==> config.mk <==
export PLATFORM = sky130hd
export DESIGN_NAME = kernel_window_reader
export DESIGN_NICKNAME = d
export VERILOG_FILES = /design/src/rtl/kernel_window_reader.sv
export SDC_FILE = /design/constraint.sdc
export NUM_CORES = 1
export LEC_CHECK = 0
export ABC_AREA = 1
export CORE_ASPECT_RATIO = 1.25
export CORE_MARGIN = 2
export CORE_UTILIZATION = 43
export DETAILED_ROUTE_END_ITERATION = 6
export SETUP_SLACK_MARGIN = 0.1
export SLEW_MARGIN = 20
export SYNTH_ARGS = -nofsm -noshare
export SYNTH_HDL_FRONTEND = slang
export SYNTH_SLANG_ARGS = --single-unit
export TNS_END_PERCENT = 50
==> constraint.sdc <==
create_clock -name clk -period 8 [get_ports clk]
set_input_delay 1.6 -clock clk [delete_from_list [all_inputs] [get_ports clk]]
set_output_delay 1.6 -clock clk [all_outputs]
set_load 0.05 [all_outputs]
==> src/rtl/kernel_window_reader.sv <==
// kernel_window_reader: sweeps one frame of the 3-bank line-interleaved binary buffer and streams 3x3 kernels.
// Optional ZERO_PAD_EN: out-of-frame neighbours read as 0 instead of replicating the frame edge.
module kernel_window_reader #(
    parameter int H_PIX  = 320,
    parameter int V_PIX  = 240,
    parameter int ADDR_W = 17,
    parameter int RD_LAT = 2
) (
    input  logic              clk,
    input  logic              reset,
    input  logic              start,
    input  logic [1:0]        frame_sel,
    output logic [ADDR_W-1:0] rd_addr_a,
    output logic [ADDR_W-1:0] rd_addr_b,
    output logic [ADDR_W-1:0] rd_addr_c,
    input  logic              rd_data_a,
    input  logic              rd_data_b,
    input  logic              rd_data_c,
    output logic [8:0]        kernel_out,
    output logic [8:0]        kernel_x,
    output logic [7:0]        kernel_y,
    output logic              kernel_valid,
    input  logic              kernel_ready,
    output logic              busy,
    output logic              frame_done
);
    localparam int CNT_W = (RD_LAT > 1) ? $clog2(RD_LAT) : 1;
    localparam int ROWS_PER_BANK = V_PIX / 3;

    typedef enum logic [2:0] {
        IDLE    = 3'd0,
        ISSUE   = 3'd1,
        WAIT    = 3'd2,
        CAPTURE = 3'd3,
        EMIT    = 3'd4,
        DONE    = 3'd5
    } state_t;

    function automatic logic [1:0] bank_of(input logic [7:0] row);
        bank_of = 2'(row % 8'd3);
    endfunction

    // frame_sel 3 aliases slot 0
    function automatic logic [ADDR_W-1:0] row_addr(input logic [1:0] fsel, input logic [7:0] row,
                                                   input logic [8:0] col);
        logic [ADDR_W-1:0] base;
        if (fsel == 2'd3) base = '0;
        else base = ADDR_W'(fsel) * ADDR_W'(ROWS_PER_BANK * H_PIX);
        row_addr = base + ADDR_W'(row / 8'd3) * ADDR_W'(H_PIX) + ADDR_W'(col);
    endfunction

    // Column vectors are indexed 0=top, 1=mid, 2=bottom; rmask clears whole rows.
    function automatic logic [8:0] assemble(input logic [2:0] l, input logic [2:0] c,
                                            input logic [2:0] r, input logic [2:0] rmask);
        logic [8:0] k;
        for (int i = 0; i < 3; i++) begin
            k[3*i]   = l[i] & rmask[i];
            k[3*i+1] = c[i] & rmask[i];
            k[3*i+2] = r[i] & rmask[i];
        end
        assemble = k;
    endfunction

    state_t                   state_q, state_d;
    logic [8:0]               x_q, x_d;
    logic [7:0]               y_q, y_d;
    logic [1:0]               fsel_q, fsel_d;
    logic [CNT_W-1:0]         cnt_q, cnt_d;
    logic                     prime_q, prime_d;
    logic [2:0]               col_l_q, col_l_d, col_c_q, col_c_d, col_r_q, col_r_d;
    logic [2:0][ADDR_W-1:0]   addr_q, addr_d;
    logic [8:0]               kernel_q, kernel_d;
    logic                     valid_q, valid_d, busy_q, busy_d, done_q, done_d;

    logic [2:0][7:0]          rows_s;
    logic [8:0]               fetch_col_s;
    logic [2:0]               sample_s, left_s, right_s, rmask_s;
    logic [8:0]               kern_s;

    // Clamped source rows, fetch column, bank-to-row routing and the kernel formed at capture.
    always_comb begin
        if (y_q == 8'd0) rows_s[0] = 8'd0;
        else rows_s[0] = y_q - 8'd1;
        rows_s[1] = y_q;
        if (y_q == 8'(V_PIX - 1)) rows_s[2] = y_q;
        else rows_s[2] = y_q + 8'd1;

        if (prime_q) fetch_col_s = 9'd0;
        else if (x_q == 9'(H_PIX - 1)) fetch_col_s = x_q;
        else fetch_col_s = x_q + 9'd1;

        for (int i = 0; i < 3; i++) begin
            case (bank_of(rows_s[i]))
                2'd0:    sample_s[i] = rd_data_a;
                2'd1:    sample_s[i] = rd_data_b;
                2'd2:    sample_s[i] = rd_data_c;
                default: sample_s[i] = 1'b0;
            endcase
        end

        left_s  = col_l_q;
        right_s = sample_s;
        rmask_s = 3'b111;
`ifdef ZERO_PAD_EN
        if (x_q == 9'd0) left_s = 3'd0;
        else left_s = col_l_q;
        if (x_q == 9'(H_PIX - 1)) right_s = 3'd0;
        else right_s = sample_s;
        if (y_q == 8'd0) rmask_s[0] = 1'b0;
        else rmask_s[0] = 1'b1;
        if (y_q == 8'(V_PIX - 1)) rmask_s[2] = 1'b0;
        else rmask_s[2] = 1'b1;
`endif
        kern_s = assemble(left_s, col_c_q, right_s, rmask_s);
    end

    // Sweep FSM: next state, window shifting, address issue and handshake outputs.
    always_comb begin
        state_d  = state_q;
        x_d      = x_q;
        y_d      = y_q;
        fsel_d   = fsel_q;
        cnt_d    = cnt_q;
        prime_d  = prime_q;
        col_l_d  = col_l_q;
        col_c_d  = col_c_q;
        col_r_d  = col_r_q;
        addr_d   = addr_q;
        kernel_d = kernel_q;
        valid_d  = valid_q;
        busy_d   = busy_q;
        done_d   = 1'b0;
        case (state_q)
            IDLE: begin
                if (start) begin
                    fsel_d  = frame_sel;
                    x_d     = 9'd0;
                    y_d     = 8'd0;
                    busy_d  = 1'b1;
                    prime_d = 1'b1;
                    state_d = ISSUE;
                end else begin
                    state_d = IDLE;
                end
            end
            ISSUE: begin
                // Rows sharing a bank are the same clamped row, so they agree on the address.
                for (int i = 0; i < 3; i++) begin
                    case (bank_of(rows_s[i]))
                        2'd0:    addr_d[0] = row_addr(fsel_q, rows_s[i], fetch_col_s);
                        2'd1:    addr_d[1] = row_addr(fsel_q, rows_s[i], fetch_col_s);
                        2'd2:    addr_d[2] = row_addr(fsel_q, rows_s[i], fetch_col_s);
                        default: addr_d    = addr_q;
                    endcase
                end
                cnt_d   = '0;
                state_d = WAIT;
            end
            WAIT: begin
                if (cnt_q == CNT_W'(RD_LAT - 1)) state_d = CAPTURE;
                else cnt_d = cnt_q + 1'b1;
            end
            CAPTURE: begin
                if (prime_q) begin
                    col_l_d = sample_s;
                    col_c_d = sample_s;
                    prime_d = 1'b0;
                    state_d = ISSUE;
                end else begin
                    col_r_d  = sample_s;
                    kernel_d = kern_s;
                    valid_d  = 1'b1;
                    state_d  = EMIT;
                end
            end
            EMIT: begin
                if (kernel_ready) begin
                    valid_d = 1'b0;
                    if (x_q == 9'(H_PIX - 1)) begin
                        if (y_q == 8'(V_PIX - 1)) begin
                            busy_d  = 1'b0;
                            done_d  = 1'b1;
                            state_d = DONE;
                        end else begin
                            x_d     = 9'd0;
                            y_d     = y_q + 8'd1;
                            prime_d = 1'b1;
                            state_d = ISSUE;
                        end
                    end else begin
                        col_l_d = col_c_q;
                        col_c_d = col_r_q;
                        x_d     = x_q + 9'd1;
                        state_d = ISSUE;
                    end
                end else begin
                    state_d = EMIT;
                end
            end
            DONE:    state_d = IDLE;
            default: state_d = IDLE;
        endcase
    end

    // State register with synchronous reset that clears outputs and window.
    always_ff @(posedge clk) begin
        if (reset) begin
            state_q  <= IDLE;
            x_q      <= 9'd0;
            y_q      <= 8'd0;
            fsel_q   <= 2'd0;
            cnt_q    <= '0;
            prime_q  <= 1'b0;
            col_l_q  <= 3'd0;
            col_c_q  <= 3'd0;
            col_r_q  <= 3'd0;
            addr_q   <= '0;
            kernel_q <= 9'd0;
            valid_q  <= 1'b0;
            busy_q   <= 1'b0;
            done_q   <= 1'b0;
        end else begin
            state_q  <= state_d;
            x_q      <= x_d;
            y_q      <= y_d;
            fsel_q   <= fsel_d;
            cnt_q    <= cnt_d;
            prime_q  <= prime_d;
            col_l_q  <= col_l_d;
            col_c_q  <= col_c_d;
            col_r_q  <= col_r_d;
            addr_q   <= addr_d;
            kernel_q <= kernel_d;
            valid_q  <= valid_d;
            busy_q   <= busy_d;
            done_q   <= done_d;
        end
    end

    assign rd_addr_a    = addr_q[0];
    assign rd_addr_b    = addr_q[1];
    assign rd_addr_c    = addr_q[2];
    assign kernel_out   = kernel_q;
    assign kernel_x     = x_q;
    assign kernel_y     = y_q;
    assign kernel_valid = valid_q;
    assign busy         = busy_q;
    assign frame_done   = done_q;
endmodule

==> out/qor.txt <==
status -> finished clean
GPL Wtd Cong -> 0.898
most common cell after layout, fill and taps aside -> nand2_1
setup repair after global routing missed its margin -> true
Detailed Route WL -> 28100 um
PortBufs -> 88
crit path DAT -> 7.61 ns
std cell rows -> 61
# Max-Cap Violations -> 0
antenna violations before repair -> 0
pin count of the biggest net entering global routing -> 40
CTS Buf Count -> 9
post-layout util -> 0.512
Final period util -> 0.918
Vias -> 9829
core box area -> 0.0222 mm^2
Slowest-stage cell, CP -> dfxtp_4
Synth Cell Area -> 0.00969 mm^2
post-synthesis cell count -> 1503
number of synthesized register bits -> 93
Achievable Freq -> 136 MHz
die area -> 0.0238 mm^2
WL/cell -> 14.9 um
root buffer cell -> clkbuf_16
first-pass GRT wire length -> 45700 um
Mapped Nets -> 1604
DRT Pass-1 Iters -> 6
sequential area share after synthesis -> 0.192
Worst EP required -> 8.27 ns
share of cells above drive strength 1 -> 0.123
clk_skew -> 0.0134 ns
Detail Placement HPWL -> 22600 um
Worst Setup SP -> kernel_y[1]
Slew HR -> 0.548
Final Hold Fails -> 0
Reg clk slew, reported paths -> 0.08 ns
vias in the first global route -> 9332
Area Growth Syn to Fin -> 17.4%
hold path start -> kernel_valid
most frequent CP cell -> nand2_1
Setup Viol. Count Final -> 0
Worst-Skew Late Latency -> 0.37 ns
Setup crit start kind -> flip-flop
Tmin final -> 7.34 ns
Setup CP Type -> reg2reg
worst hold path class -> reg2reg
Die Height -> 172 um
Routed Antenna Nets -> 0
Ys Warns -> 0
DR DRC count -> 0
Longest Clk Path Bufs -> 2
critical path endpoint category -> flip-flop
GR Overflow Total -> 0
Hold Slack -> 0.463 ns
n_diodes -> 0
setup TNS -> 0 ns
final count of pins violating max slew -> 0
Top Ports -> 89
die width -> 138 um
total track usage -> 0.234
worst-path maximum fanout -> 8
DRT iter0 DRCs -> 655
H-tree depth -> 3
nets -> 1695
Slew @ Worst Pin -> 0.673 ns
clock sink count -> 93
Netlist cell types -> 55
hold buffer count at CTS -> 0
most frequent cells in the layout -> nand2_1, inv_1, nor2_1
slowest stage delay, CP -> 0.41 ns
Via density -> 5.22
Initial Util -> 0.436
syn avg cell area -> 6.45 um^2
CTS tree -> built
worst r2r src -> kernel_y[1]
[per-stage QoR]
step	setup slack [ns]	std cells	area, um^2
final	0.656	1882	11400
after detailed placement	0.184	1858	10900
after global routing	0.0676	1882	11400
after global placement	0.349	1858	10900
after CTS	0.159	1874	11200
after floorplan	0.701	1503	9690
[kinds of logic after synthesis]
| kind of cell | Yosys count | share of synthesized area |
|---|---|---|
| AND/OR/NAND/NOR | 745 | 0.365 |
| AO/OA/AOI/OAI | 264 | 0.158 |
| buffers and inverters | 246 | 0.102 |
| flip-flops | 93 | 0.192 |
| adder cells (fa/ha/maj) | 92 | 0.123 |
| XOR/XNOR | 61 | 0.0567 |
| multiplexers | 2 | 0.00207 |
[synth_stat cells (all sizes together)]
| cell type | instances | area share |
|---|---|---|
| ha | 86 | 0.11 |
| o211ai | 20 | 0.016 |
| nor3 | 11 | 0.0057 |
| mux2i | 2 | 0.0021 |
| nand2 | 375 | 0.16 |
| nor2 | 203 | 0.093 |
| or2 | 9 | 0.0058 |
| nand4 | 35 | 0.025 |
| and2 | 2 | 0.0013 |
| a31oi | 10 | 0.0065 |
| o21ai | 93 | 0.050 |
| a31o | 2 | 0.0018 |
| o31ai | 2 | 0.0015 |
| nand3 | 108 | 0.072 |
| o221ai | 1 | 0.00090 |
| nand3b | 1 | 0.00078 |
| fa | 6 | 0.012 |
| a41oi | 1 | 0.00090 |
| a211oi | 9 | 0.0070 |
| xor2 | 41 | 0.039 |
| o211a | 1 | 0.0010 |
| inv | 208 | 0.081 |
| clkinv | 3 | 0.0012 |
| o21bai | 4 | 0.0031 |
| nor4 | 1 | 0.00065 |
| buf | 15 | 0.012 |
| o21a | 3 | 0.0023 |
| dfxtp | 93 | 0.19 |
| a21o | 3 | 0.0023 |
| clkbuf | 20 | 0.0077 |
| a221o | 4 | 0.0041 |
| a21oi | 104 | 0.054 |
| xnor2 | 20 | 0.018 |
| o22ai | 6 | 0.0053 |
| o41ai | 1 | 0.00090 |
[layout make-up]
cell class	count	area (um^2)
clock inverter	7	91.3
clock buffer	9	225
timing repair buffer	115	1080
inverter	211	802
sequential	93	1880
multi-input combinational	1164	6940
tap	283	354
fill	2337	10800
[metal layers]
| metal | track usage | share of wire | up-vias |
|---|---|---|---|
| li1 | - | - | 5092 |
| met1 | 0.271 | 0.43 | 4478 |
| met2 | 0.442 | 0.51 | 213 |
| met3 | 0.0323 | 0.034 | 46 |
| met4 | 0.0807 | 0.028 | 0 |
| met5 | 0 | 0 | - |
[path summary, 6_finish.rpt]
kind                            cells past startpoint  slack [ns]       endpoint
worst max-delay path                               53        0.66  rd_addr_a[15]
worst min-delay path                                2        0.46   kernel_valid
worst max register to register                     53        0.66  rd_addr_a[15]
worst min register to register                      2        0.46   kernel_valid
[sequential cells by signal, indices dropped and copies added (netlist names), 2 cells and up]
signal / cells
rd_addr_c: 17
fsel_q: 2
col_c_q: 3
kernel_out: 6
rd_addr_a: 17
col_l_q: 3
kernel_y: 8
kernel_x: 9
rd_addr_b: 17
col_r_q: 3
state_q: 3
[critical path: cells and delay by family (launching register included)]
family	cells	cell delay [ns]
AOI/OAI and AO/OA	5	1.04
xor gates and xnor gates	1	0.25
adders and majority gates	7	1.58
buffers and inverters	7	0.50
DFF	1	0.41
and+or+nand+nor	33	3.47
[repair_timing]
item	4_1_cts	5_1_grt
gates resized for setup	0	38
endpoints found under the setup margin	0	12
hold endpoints to repair	0	0
buffers inserted	0	8
Power is left out: the tool's default activity adds up to more than one toggle a clock period on the data nets, which glitch-free logic cannot reach.
